## config.mk

```make
export PLATFORM = sky130hd
export DESIGN_NAME = seq_detect_fsm
export DESIGN_NICKNAME = d
export VERILOG_FILES = /design/src/rtl/seq_detect_fsm.sv
export SDC_FILE = /design/constraint.sdc
export NUM_CORES = 1
export LEC_CHECK = 0
export CORE_AREA = 2 2 39 41
export DETAILED_ROUTE_END_ITERATION = 16
export DIE_AREA = 0 0 41 43
export GPL_ROUTABILITY_DRIVEN = 0
export HOLD_SLACK_MARGIN = 0.05
export PLACE_DENSITY = 0.76
export RECOVER_POWER = 100
export SETUP_SLACK_MARGIN = 0.02
export SLEW_MARGIN = 25
export SYNTH_ARGS = -nofsm -noshare
export SYNTH_HDL_FRONTEND = slang
export SYNTH_SLANG_ARGS = --single-unit
```

## constraint.sdc

```tcl
create_clock -name clk -period 3.24 [get_ports clk]
set_input_delay 0.81 -clock clk [delete_from_list [all_inputs] [get_ports clk]]
set_output_delay 0.81 -clock clk [all_outputs]
set_load 0.005 [all_outputs]
```

## src/rtl/seq_detect_fsm.sv

```systemverilog
// Serial pattern detector. Tracks the longest matched prefix of PATTERN (MSB first),
// raises a registered one-cycle match flag on completion and keeps a saturating match count.
// Transitions come from a table built at elaboration, KMP style.
module seq_detect_fsm #(
  parameter int unsigned W       = 4,
  parameter logic [W-1:0] PATTERN = 4'b1101,
  parameter bit          OVERLAP = 1'b1,
  parameter int unsigned CNT_W   = 8
) (
  input  logic                   clk,
  input  logic                   reset,
  input  logic                   in,
  input  logic                   in_valid,
  input  logic                   clear_cnt,
  output logic                   match,
  output logic [CNT_W-1:0]       match_cnt,
  output logic [$clog2(W+1)-1:0] progress
);

  localparam int unsigned PW = $clog2(W + 1);

  // Longest proper prefix of PATTERN that is also a suffix of it.
  function automatic int unsigned border_len();
    int unsigned best;
    logic        ok;
    best = 0;
    for (int unsigned j = 1; j < W; j++) begin
      ok = 1'b1;
      for (int unsigned i = 0; i < j; i++) begin
        if (PATTERN[W-1-i] != PATTERN[j-1-i]) ok = 1'b0;
      end
      if (ok) best = j;
    end
    return best;
  endfunction

  // Longest prefix of PATTERN that is a suffix of (first k pattern bits, then bit b).
  function automatic int unsigned ext_len(int unsigned k, int unsigned b);
    int unsigned best;
    int unsigned t;
    logic        ok;
    logic        sb;
    best = 0;
    for (int unsigned j = 1; j <= W; j++) begin
      if (j <= k + 1) begin
        ok = 1'b1;
        for (int unsigned i = 0; i < j; i++) begin
          t  = k + 1 - j + i;
          sb = (t < k) ? PATTERN[W-1-t] : (b != 0);
          if (sb != PATTERN[W-1-i]) ok = 1'b0;
        end
        if (ok) best = j;
      end
    end
    return best;
  endfunction

  localparam int unsigned Border = border_len();

  logic [PW-1:0]    tbl_state [2][W];
  logic             tbl_hit   [2][W];

  logic [PW-1:0]    state_q, state_d;
  logic             match_q, match_d;
  logic [CNT_W-1:0] cnt_q, cnt_d;
  logic [PW-1:0]    step_state;
  logic             step_hit;

  for (genvar k = 0; k < W; k++) begin : g_state
    for (genvar b = 0; b < 2; b++) begin : g_bit
      localparam int unsigned Len     = ext_len(k, b);
      localparam int unsigned NextLen = (Len == W) ? (OVERLAP ? Border : 0) : Len;
      assign tbl_state[b][k] = PW'(NextLen);
      assign tbl_hit[b][k]   = (Len == W);
    end
  end

  // State, match flag and counter registers with synchronous reset.
  always_ff @(posedge clk) begin
    if (reset) begin
      state_q <= '0;
      match_q <= 1'b0;
      cnt_q   <= '0;
    end else begin
      state_q <= state_d;
      match_q <= match_d;
      cnt_q   <= cnt_d;
    end
  end

  // Next state from the transition table; counter clear still counts a same-cycle match.
  always_comb begin
    step_state = '0;
    step_hit   = 1'b0;
    for (int unsigned k = 0; k < W; k++) begin
      if (state_q == PW'(k)) begin
        step_state = tbl_state[in][k];
        step_hit   = tbl_hit[in][k];
      end
    end

    state_d = state_q;
    match_d = 1'b0;
    if (in_valid) begin
      state_d = step_state;
      match_d = step_hit;
    end

    cnt_d = cnt_q;
    if (clear_cnt) begin
      cnt_d = match_d ? CNT_W'(1) : '0;
    end else if (match_d && (cnt_q != {CNT_W{1'b1}})) begin
      cnt_d = cnt_q + CNT_W'(1);
    end
  end

  // Outputs come straight from registers.
  always_comb begin
    match     = match_q;
    match_cnt = cnt_q;
    progress  = state_q;
  end

endmodule

```

==> results.ini, run 1 <==
[status]
outcome = finished, final reports clean

[clocking]
post_cts_buffers = 0
h-tree-depth = 1
cts_hold_buf = 0
cts_resized = 0
clock_path_buffers = 2
clock_latency_ps = 270
clk_pin_slew_ps = 70
clock_sinks = 11
cts_buffers = 3
cts-root-buf = clkbuf_4
cts_tree = built

[global_route]
grt_usage_pct = 15.05
grt_pass1_vias = 441
grt_first_pass_wirelength_um = 1800
grt_antenna_before_repair = 0
overflow = 0
grt_max_degree = 9

[floorplanning]
initial_utilization_pct = 40.05
placementRows = 14
die_w_um = 41
die_h_um = 43
core_mm2 = 0.001384
io_pins = 17
die_area_mm2 = 0.001763

[power]
seqPwrFrac_pct = 55.8
vdd.ir_drop.worst_v = 0.0001791
comb_power_share_pct = 6.3
p_switching_uw = 54.12
internal-power_uw = 192.9
clkPwrFrac_pct = 37.9
power_density_mw_per_mm2 = 345.7
power.leakage_uw = 0.0003074
swShare_pct = 21.91

[synth]
synth_edf_count = 0
synth_cell_types = 32
yosys_register_bits = 11
synthArstFlopShare_pct = 0
ys.flop_type = dfxtp_1
yosysWarnings = 0
syn_area_um2 = 554.3
synth_fp_nets = 66
synth_seq_area_share_pct = 39.73
synth_cells = 60
avgSynthCellArea_um2 = 9.238

[setup_path]
worstPathMaxFanout = 8
cpLargestDelayFamily = simple AND/OR/NAND/NOR gates
crit_type = in -> reg
r2r-end = match_cnt[1]$_SDFFE_PP0P_
reg2reg_from = match_cnt[0]$_SDFFE_PP0P_
r2r_setup_slack_ps = 1670
max_stage_delay_ps = 580
cp_data_required_time_ps = 3440
crit_chain = dlygate4sd3_1 -> and4_1 -> o211ai_1 -> or3_1 -> a21oi_1
start_kind = primary input
reg2reg_depth = 5
slowest_stage = dlygate4sd3_1
end_kind = register
path_buf_inv = 1
arrival_ps = 2360

[final_layout]
design_area_um2 = 714.4
drive_gt1_share_pct = 6.579
final_cell_mix = dlygate4sd3_1, dfxtp_1, nor2_1
area_growth_pct = 28.89
nets = 83
num_antenna_cells = 0
final_common_cell = dlygate4sd3_1

[placement]
hpwl_um = 831.7
dp_slack_ps = 883.5
io_buffer_count = 15
place_area_um2 = 701.9

[drt]
via_per_inst = 5.272
postRouteAntennaNets = 0
postRouteWirelength_um = 1072
dr_total_vias = 485
drt_iter0_drc = 2
first_pass_iters = 3
wl_per_cell_um = 11.65
drc_errors = 0

[hold_path]
worstHoldStart = match_cnt[7]$_SDFFE_PP0P_
min_path_type = reg -> reg
hold_end = match_cnt[7]$_SDFFE_PP0P_
hold_depth = 2

[sta]
finalClockSkew_ps = 1.745
layout_min_cycle_time_ps = 2160
fin_crit_sh_pct = 66.68
fin_ws_ps = 1080
hold_violations = 0
rsz0062_at_grt = false
tns_ps = 0
whs_ps = 526.2
clock.fmax_mhz = 462.9
drv_slew = 0
finalSetupViolCount = 0

[run]
maxCapViolCount = 0

## logic make-up after synthesis
group | count (synthesis) | share of synthesized area [%]
xor+xnor | 4 | 6.320
mux | 1 | 1.806
compound gates | 14 | 19.41
fa+ha+maj | 1 | 2.257
buf+inv | 5 | 5.418
flops | 11 | 39.73
simple gates | 23 | 24.38
other cells | 1 | 0.6766
## synthesized netlist by cell type (all sizes together) (3+ instances only)
cell,n,area (um2)
nor2,7,26.28
dfxtp,11,220.2
xor2,4,35.03
a21oi,3,15.01
o21ai,3,15.01
## power by group through the flow
stage / Sequential (uW) / Combinational (uW) / Clock (uW)
global placement: 141 / 15.9 / 0
CTS: 138 / 16.5 / 95.7
detailed placement: 141 / 16.4 / 0
floorplan: 141 / 7.67 / 0
finish: 138 / 15.6 / 93.7
global route: 138 / 17.2 / 100
## stage by stage
step	power (uW)	util (%)	instances
global route	255.6	51.63	92
floorplan	148.4	-	60
global placement	156.8	50.72	88
finish	247.0	51.63	92
CTS	250.0	52.62	92
detailed placement	157.3	50.72	88
## registers in the layout, indices dropped and copies added, names as in the netlist
| name | flops |
|---|---|
| progress | 2 |
| match_cnt | 8 |
| match | 1 |
## worst register-to-register path: stages, from the launching register on
cell	delay [ps]
dfxtp_1	390
ha_1	210
nand3_1	170
o21ai_0	400
mux2i_1	230
nor2_1	50
## final cells by class
class / instances / area, um2
Sequential cell: 11 / 220.2
Fill cell: 141 / 669.4
Clock buffer: 4 / 26.28
Inverter: 2 / 7.507
Multi-Input combinational cell: 44 / 290.3
Tap cell: 16 / 20.02
Timing Repair Buffer: 15 / 150.1
## per-layer routing
metal | GRT usage (%) | up-vias | routed length [um]
li1 | - | 245 | -
met1 | 17.38 | 219 | 442
met2 | 23.44 | 16 | 541
met3 | 3.141 | 5 | 54
met4 | 10.00 | 0 | 34
met5 | 0 | - | 0
## worst max path at each step
stage / startpoint / endpoint / slack [ps] / cells after the start
finish: in_valid / match_cnt[7]$_SDFFE_PP0P_ / 1080 / 5
global route: in_valid / match_cnt[7]$_SDFFE_PP0P_ / 970 / 5
CTS: in / match_cnt[7]$_SDFFE_PP0P_ / 1160 / 5
detailed placement: in / match_cnt[7]$_SDFFE_PP0P_ / 880 / 5
global placement: in / match_cnt[7]$_SDFFE_PP0P_ / 920 / 5
floorplan: in / match_cnt[7]$_SDFFE_PP0P_ / 1560 / 5
Note: power is estimated with default switching activity, not from simulation.
==> inputs of run 2 (changes only) <==
- clock period: 3.24 -> 2.2 ns (I/O delays scaled with it)
==> run 2 against run 1 <==
Compared with the run above:
- hold slack got worse by 4.6 ps
- sequential power increased by 47%
- final cell count did not move
- combinational power rose by 47%
- first-iteration DRC count rose by 50%
- count of clock-buffer cells in the layout is the same
- global-route usage is 0.51 points lower
- routed wire length fell by 0.75%
- flip-flop and latch count did not move
- clock skew is essentially flat
- sequential share of layout area unchanged
- critical path type unchanged
- critical endpoint unchanged
==> results.ini, run 2 (synthesis results as in run 1) <==
[clocking]
clk_pin_slew_ps = 70  ; about the same
cts_tree = built  ; unchanged
clock_latency_ps = 270  ; about the same
clock_sinks = 11  ; unchanged
h-tree-depth = 1  ; unchanged
cts_hold_buf = 0  ; unchanged
cts_buffers = 3  ; unchanged
cts-root-buf = clkbuf_4  ; unchanged
clock_path_buffers = 2  ; unchanged
post_cts_buffers = 0  ; unchanged
cts_resized = 0  ; unchanged

[global_route]
overflow = 0  ; unchanged
grt_pass1_vias = 417  ; was 441
grt_max_degree = 9  ; unchanged
grt_antenna_before_repair = 0  ; unchanged
grt_first_pass_wirelength_um = 1725  ; was 1800 um
grt_usage_pct = 14.55  ; was 15.05%

[setup_path]
arrival_ps = 2110  ; was 2360 ps
worstPathMaxFanout = 8  ; unchanged
end_kind = register  ; unchanged
crit_chain = dlygate4sd3_1 -> and4_1 -> o211ai_1 -> or3_1 -> a21oi_1  ; unchanged
slowest_stage = dlygate4sd3_1  ; unchanged
r2r-end = match_cnt[1]$_SDFFE_PP0P_  ; unchanged
r2r_setup_slack_ps = 640  ; was 1670 ps
reg2reg_depth = 5  ; unchanged
crit_type = in -> reg  ; unchanged
cp_data_required_time_ps = 2400  ; was 3440 ps
start_kind = primary input  ; unchanged
max_stage_delay_ps = 590  ; was 580 ps
reg2reg_from = match_cnt[0]$_SDFFE_PP0P_  ; unchanged

[floorplanning]
die_h_um = 43  ; unchanged
die_area_mm2 = 0.001763  ; unchanged
initial_utilization_pct = 40.05  ; unchanged
die_w_um = 41  ; unchanged
core_mm2 = 0.001384  ; unchanged
placementRows = 14  ; unchanged
io_pins = 17  ; unchanged

[sta]
fin_crit_sh_pct = 86.92
finalSetupViolCount = 0  ; unchanged
drv_slew = 0  ; unchanged
layout_min_cycle_time_ps = 1912
whs_ps = 521.5  ; was 526.2 ps
fin_ws_ps = 287.7  ; was 1080 ps
clock.fmax_mhz = 522.9
rsz0062_at_grt = false  ; unchanged
finalClockSkew_ps = 1.418  ; was 1.745 ps
tns_ps = 0  ; unchanged
hold_violations = 0  ; unchanged

[final_layout]
final_common_cell = dlygate4sd3_1  ; unchanged
fill_cells = 141  ; unchanged
area_growth_pct = 28.89  ; unchanged
post-route-util_pct = 51.63  ; unchanged
drive_gt1_share_pct = 6.579  ; unchanged
num_antenna_cells = 0  ; unchanged
nets = 83  ; unchanged
largest_reg_flops = 8  ; unchanged
final_cell_mix = dlygate4sd3_1, dfxtp_1, nor2_1  ; unchanged

[run]
maxCapViolCount = 0  ; unchanged

[power]
power.leakage_uw = 0.0003074  ; unchanged
power_density_mw_per_mm2 = 508.3  ; was 345.7 mW/mm2
vdd.ir_drop.worst_v = 0.0002685  ; was 0.0001791 V
p_total_uw = 363.2  ; was 247.0 uW

[hold_path]
min_path_type = reg -> reg  ; unchanged
hold_end = match_cnt[7]$_SDFFE_PP0P_  ; unchanged
worstHoldStart = match_cnt[7]$_SDFFE_PP0P_  ; unchanged
hold_depth = 2  ; unchanged

[drt]
highest_layer = met4  ; unchanged
dr_total_vias = 484  ; was 485
m1WireLength_um = 457  ; was 442 um
drt_iter0_drc = 3  ; was 2
wl_per_cell_um = 11.57  ; was 11.65 um
via_per_inst = 5.261  ; was 5.272
dr_wl_met2_um = 518  ; was 541 um
dr_wl_met3_um = 65  ; was 54 um
postRouteAntennaNets = 0  ; unchanged
first_pass_iters = 3  ; unchanged
postRouteWirelength_um = 1064  ; was 1072 um
drc_errors = 0  ; unchanged

[placement]
io_buffer_count = 15  ; unchanged
hpwl_um = 835.5  ; was 831.7 um
dp_slack_ps = 101.3  ; was 883.5 ps

[status]
outcome = finished, final reports clean  ; unchanged

## run 2: worst max-delay path by stage
stage	startpoint	endpoint	depth (start not counted)
after floorplan	in	match_cnt[7]$_SDFFE_PP0P_	5
after global placement	in	match_cnt[7]$_SDFFE_PP0P_	5
after CTS	in	match_cnt[7]$_SDFFE_PP0P_	5
after global routing	in_valid	match_cnt[7]$_SDFFE_PP0P_	5
after detailed placement	in	match_cnt[7]$_SDFFE_PP0P_	5
final	in_valid	match_cnt[7]$_SDFFE_PP0P_	5
## run 2: power by group
part           switching, uW  internal (uW)
Sequential              2.24            201
Clock                   67.0           70.2
Combinational           9.93           13.1
## run 2: layout make-up
class | count | area [um2] | area share (%)
multi-input cells | 44 | 290.3 | 40.63
flip-flops and latches | 11 | 220.2 | 30.82
repair buffers | 15 | 150.1 | 21.02
clock buffers | 4 | 26.28 | 3.678
well taps | 16 | 20.02 | 2.802
inverters | 2 | 7.507 | 1.051
## run 2: layer usage
metal | vias up | GRT usage, %
met2 | 15 | 22.19
met5 | - | 0
li1 | 244 | -
met1 | 221 | 16.39
met4 | 0 | 10.00
met3 | 4 | 4.188
## run 2: worst max-delay path, delay by kind of cell
family / cells / cell delay (ps)
AND/OR/NAND/NOR: 2 / 660
buffers and inverters: 1 / 590
AO/OA/AOI/OAI: 2 / 320
## run 2: through the flow
stage                     std cells  cell area (um2)
after CTS                        92            728.2
after global routing             92            714.4
after global placement           88            701.9
after floorplan                  60            554.3
final                            92            714.4
after detailed placement         88            701.9
==> inputs of run 3 (changes only) <==
- clock period: 2.2 -> 2.26 ns (I/O delays scaled with it)
==> run 3 against run 2 <==
Compared with the run above:
- first-iteration DRC count is 67% lower
- highest routed layer unchanged
- hold slack hardly changed
- non-clock buffer count stayed put
==> results.ini, run 3 (synthesis results as in run 1) <==
[sta]
rsz0062_at_grt = false  ; unchanged
drv_slew = 0  ; unchanged
layout_min_cycle_time_ps = 1901
whs_ps = 521.8  ; was 521.5 ps
tns_ps = 0  ; unchanged
fin_crit_sh_pct = 84.13
clock.fmax_mhz = 525.9
finalClockSkew_ps = 0.6708  ; was 1.418 ps
finalSetupViolCount = 0  ; unchanged
fin_ws_ps = 358.6  ; was 287.7 ps
hold_violations = 0  ; unchanged

[floorplanning]
die_h_um = 43  ; unchanged
die_w_um = 41  ; unchanged
die_area_mm2 = 0.001763  ; unchanged
core_mm2 = 0.001384  ; unchanged
io_pins = 17  ; unchanged
initial_utilization_pct = 40.05  ; unchanged
placementRows = 14  ; unchanged

[setup_path]
arrival_ps = 2110  ; about the same
slowest_stage = dlygate4sd3_1  ; unchanged
reg2reg_from = match_cnt[0]$_SDFFE_PP0P_  ; unchanged
crit_chain = dlygate4sd3_1 -> and4_1 -> o211ai_1 -> or3_1 -> a21oi_1  ; unchanged
worstPathMaxFanout = 8  ; unchanged
cp_data_required_time_ps = 2470  ; was 2400 ps
r2r_setup_slack_ps = 710  ; was 640 ps
start_kind = primary input  ; unchanged
end_kind = register  ; unchanged
crit_type = in -> reg  ; unchanged
max_stage_delay_ps = 580  ; was 590 ps
startpoint = in_valid  ; unchanged

[global_route]
grt_util_met2_pct = 20.00  ; was 22.19%
grt_first_pass_wirelength_um = 1697  ; was 1725 um
top_usage_layer = met2  ; unchanged
grt_max_degree = 9  ; unchanged
grt_antenna_before_repair = 0  ; unchanged
overflow = 0  ; unchanged
use_met3_pct = 6.283  ; was 4.188%
grt_pass1_vias = 408  ; was 417
use_met1_pct = 17.38  ; was 16.39%
grt_usage_pct = 14.85  ; was 14.55%

[drt]
postRouteWirelength_um = 969  ; was 1064 um
via_per_inst = 5.120  ; was 5.261
postRouteAntennaNets = 0  ; unchanged
dr_total_vias = 471  ; was 484
drt_iter0_drc = 1  ; was 3
drc_errors = 0  ; unchanged
first_pass_iters = 2  ; was 3
wl_per_cell_um = 10.53  ; was 11.57 um

[final_layout]
num_antenna_cells = 0  ; unchanged
design_area_um2 = 714.4  ; unchanged
area_growth_pct = 28.89  ; unchanged
final_cell_mix = dlygate4sd3_1, dfxtp_1, nor2_1  ; unchanged
post-route-util_pct = 51.63  ; unchanged
multi_input_area_um2 = 290.3  ; unchanged
nets = 83  ; unchanged
drive_gt1_share_pct = 6.579  ; unchanged
final_common_cell = dlygate4sd3_1  ; unchanged
regArea_um2 = 220.2  ; unchanged
largest_reg_flops = 8  ; unchanged
fill_cells = 139  ; was 141

[clocking]
clock_sinks = 11  ; unchanged
clk_pin_slew_ps = 70  ; about the same
clock_path_buffers = 2  ; unchanged
clock_latency_ps = 270  ; about the same
cts_resized = 0  ; unchanged
post_cts_buffers = 0  ; unchanged
cts_tree = built  ; unchanged
cts_hold_buf = 0  ; unchanged
cts_buffers = 3  ; unchanged
cts-root-buf = clkbuf_4  ; unchanged
h-tree-depth = 1  ; unchanged

[placement]
dp_slack_ps = 139.3  ; was 101.3 ps
io_buffer_count = 15  ; unchanged
place_area_um2 = 701.9  ; unchanged
hpwl_um = 735  ; was 835.5 um

[power]
power.leakage_uw = 0.0003074  ; unchanged
vdd.ir_drop.worst_v = 0.0002162  ; was 0.0002685 V
power_density_mw_per_mm2 = 496.9  ; was 508.3 mW/mm2

[run]
maxCapViolCount = 0  ; unchanged

[status]
outcome = finished, final reports clean  ; unchanged

[hold_path]
min_path_type = reg -> reg  ; unchanged
worstHoldStart = match_cnt[7]$_SDFFE_PP0P_  ; unchanged

-- run 3: path summary, 6_finish.rpt --
kind,depth (start not counted),to
max reg2reg,5,match_cnt[0]$_SDFFE_PP0P_
min,2,match_cnt[7]$_SDFFE_PP0P_
min reg2reg,2,match_cnt[7]$_SDFFE_PP0P_
max,5,match_cnt[7]$_SDFFE_PP0P_
-- run 3: area by class of cell --
class,count,area share [%]
Clock buffer,4,3.678
Inverter,2,1.051
Multi-Input combinational cell,44,40.63
Sequential cell,11,30.82
Tap cell,16,2.802
Timing Repair Buffer,15,21.02
-- run 3: metrics by stage --
stage	power (uW)	instances
after floorplan	212.8	60
after global placement	224.8	88
after detailed placement	225.2	88
after CTS	358.0	92
after global routing	374.3	92
final	355.0	92
-- run 3: power breakdown --
group / internal, uW / switching (uW) / leakage (uW)
clock network: 68.6 / 66.8 / 0.0000150
logic: 12.7 / 9.42 / 0.000204
registers: 195 / 2.11 / 0.0000888
-- run 3: per-layer routing --
| layer | wire (um) | vias up |
|---|---|---|
| met2 | 432 | 16 |
| met1 | 441 | 206 |
| met4 | 39 | 0 |
| li1 | - | 244 |
| met3 | 55 | 5 |
| met5 | 0 | - |
-- run 3: worst max-delay path: cells and delay by family --
family	cells	cell delay (ps)
AND/OR/NAND/NOR	2	650
buffers and inverters	1	580
AO/OA/AOI/OAI	2	310
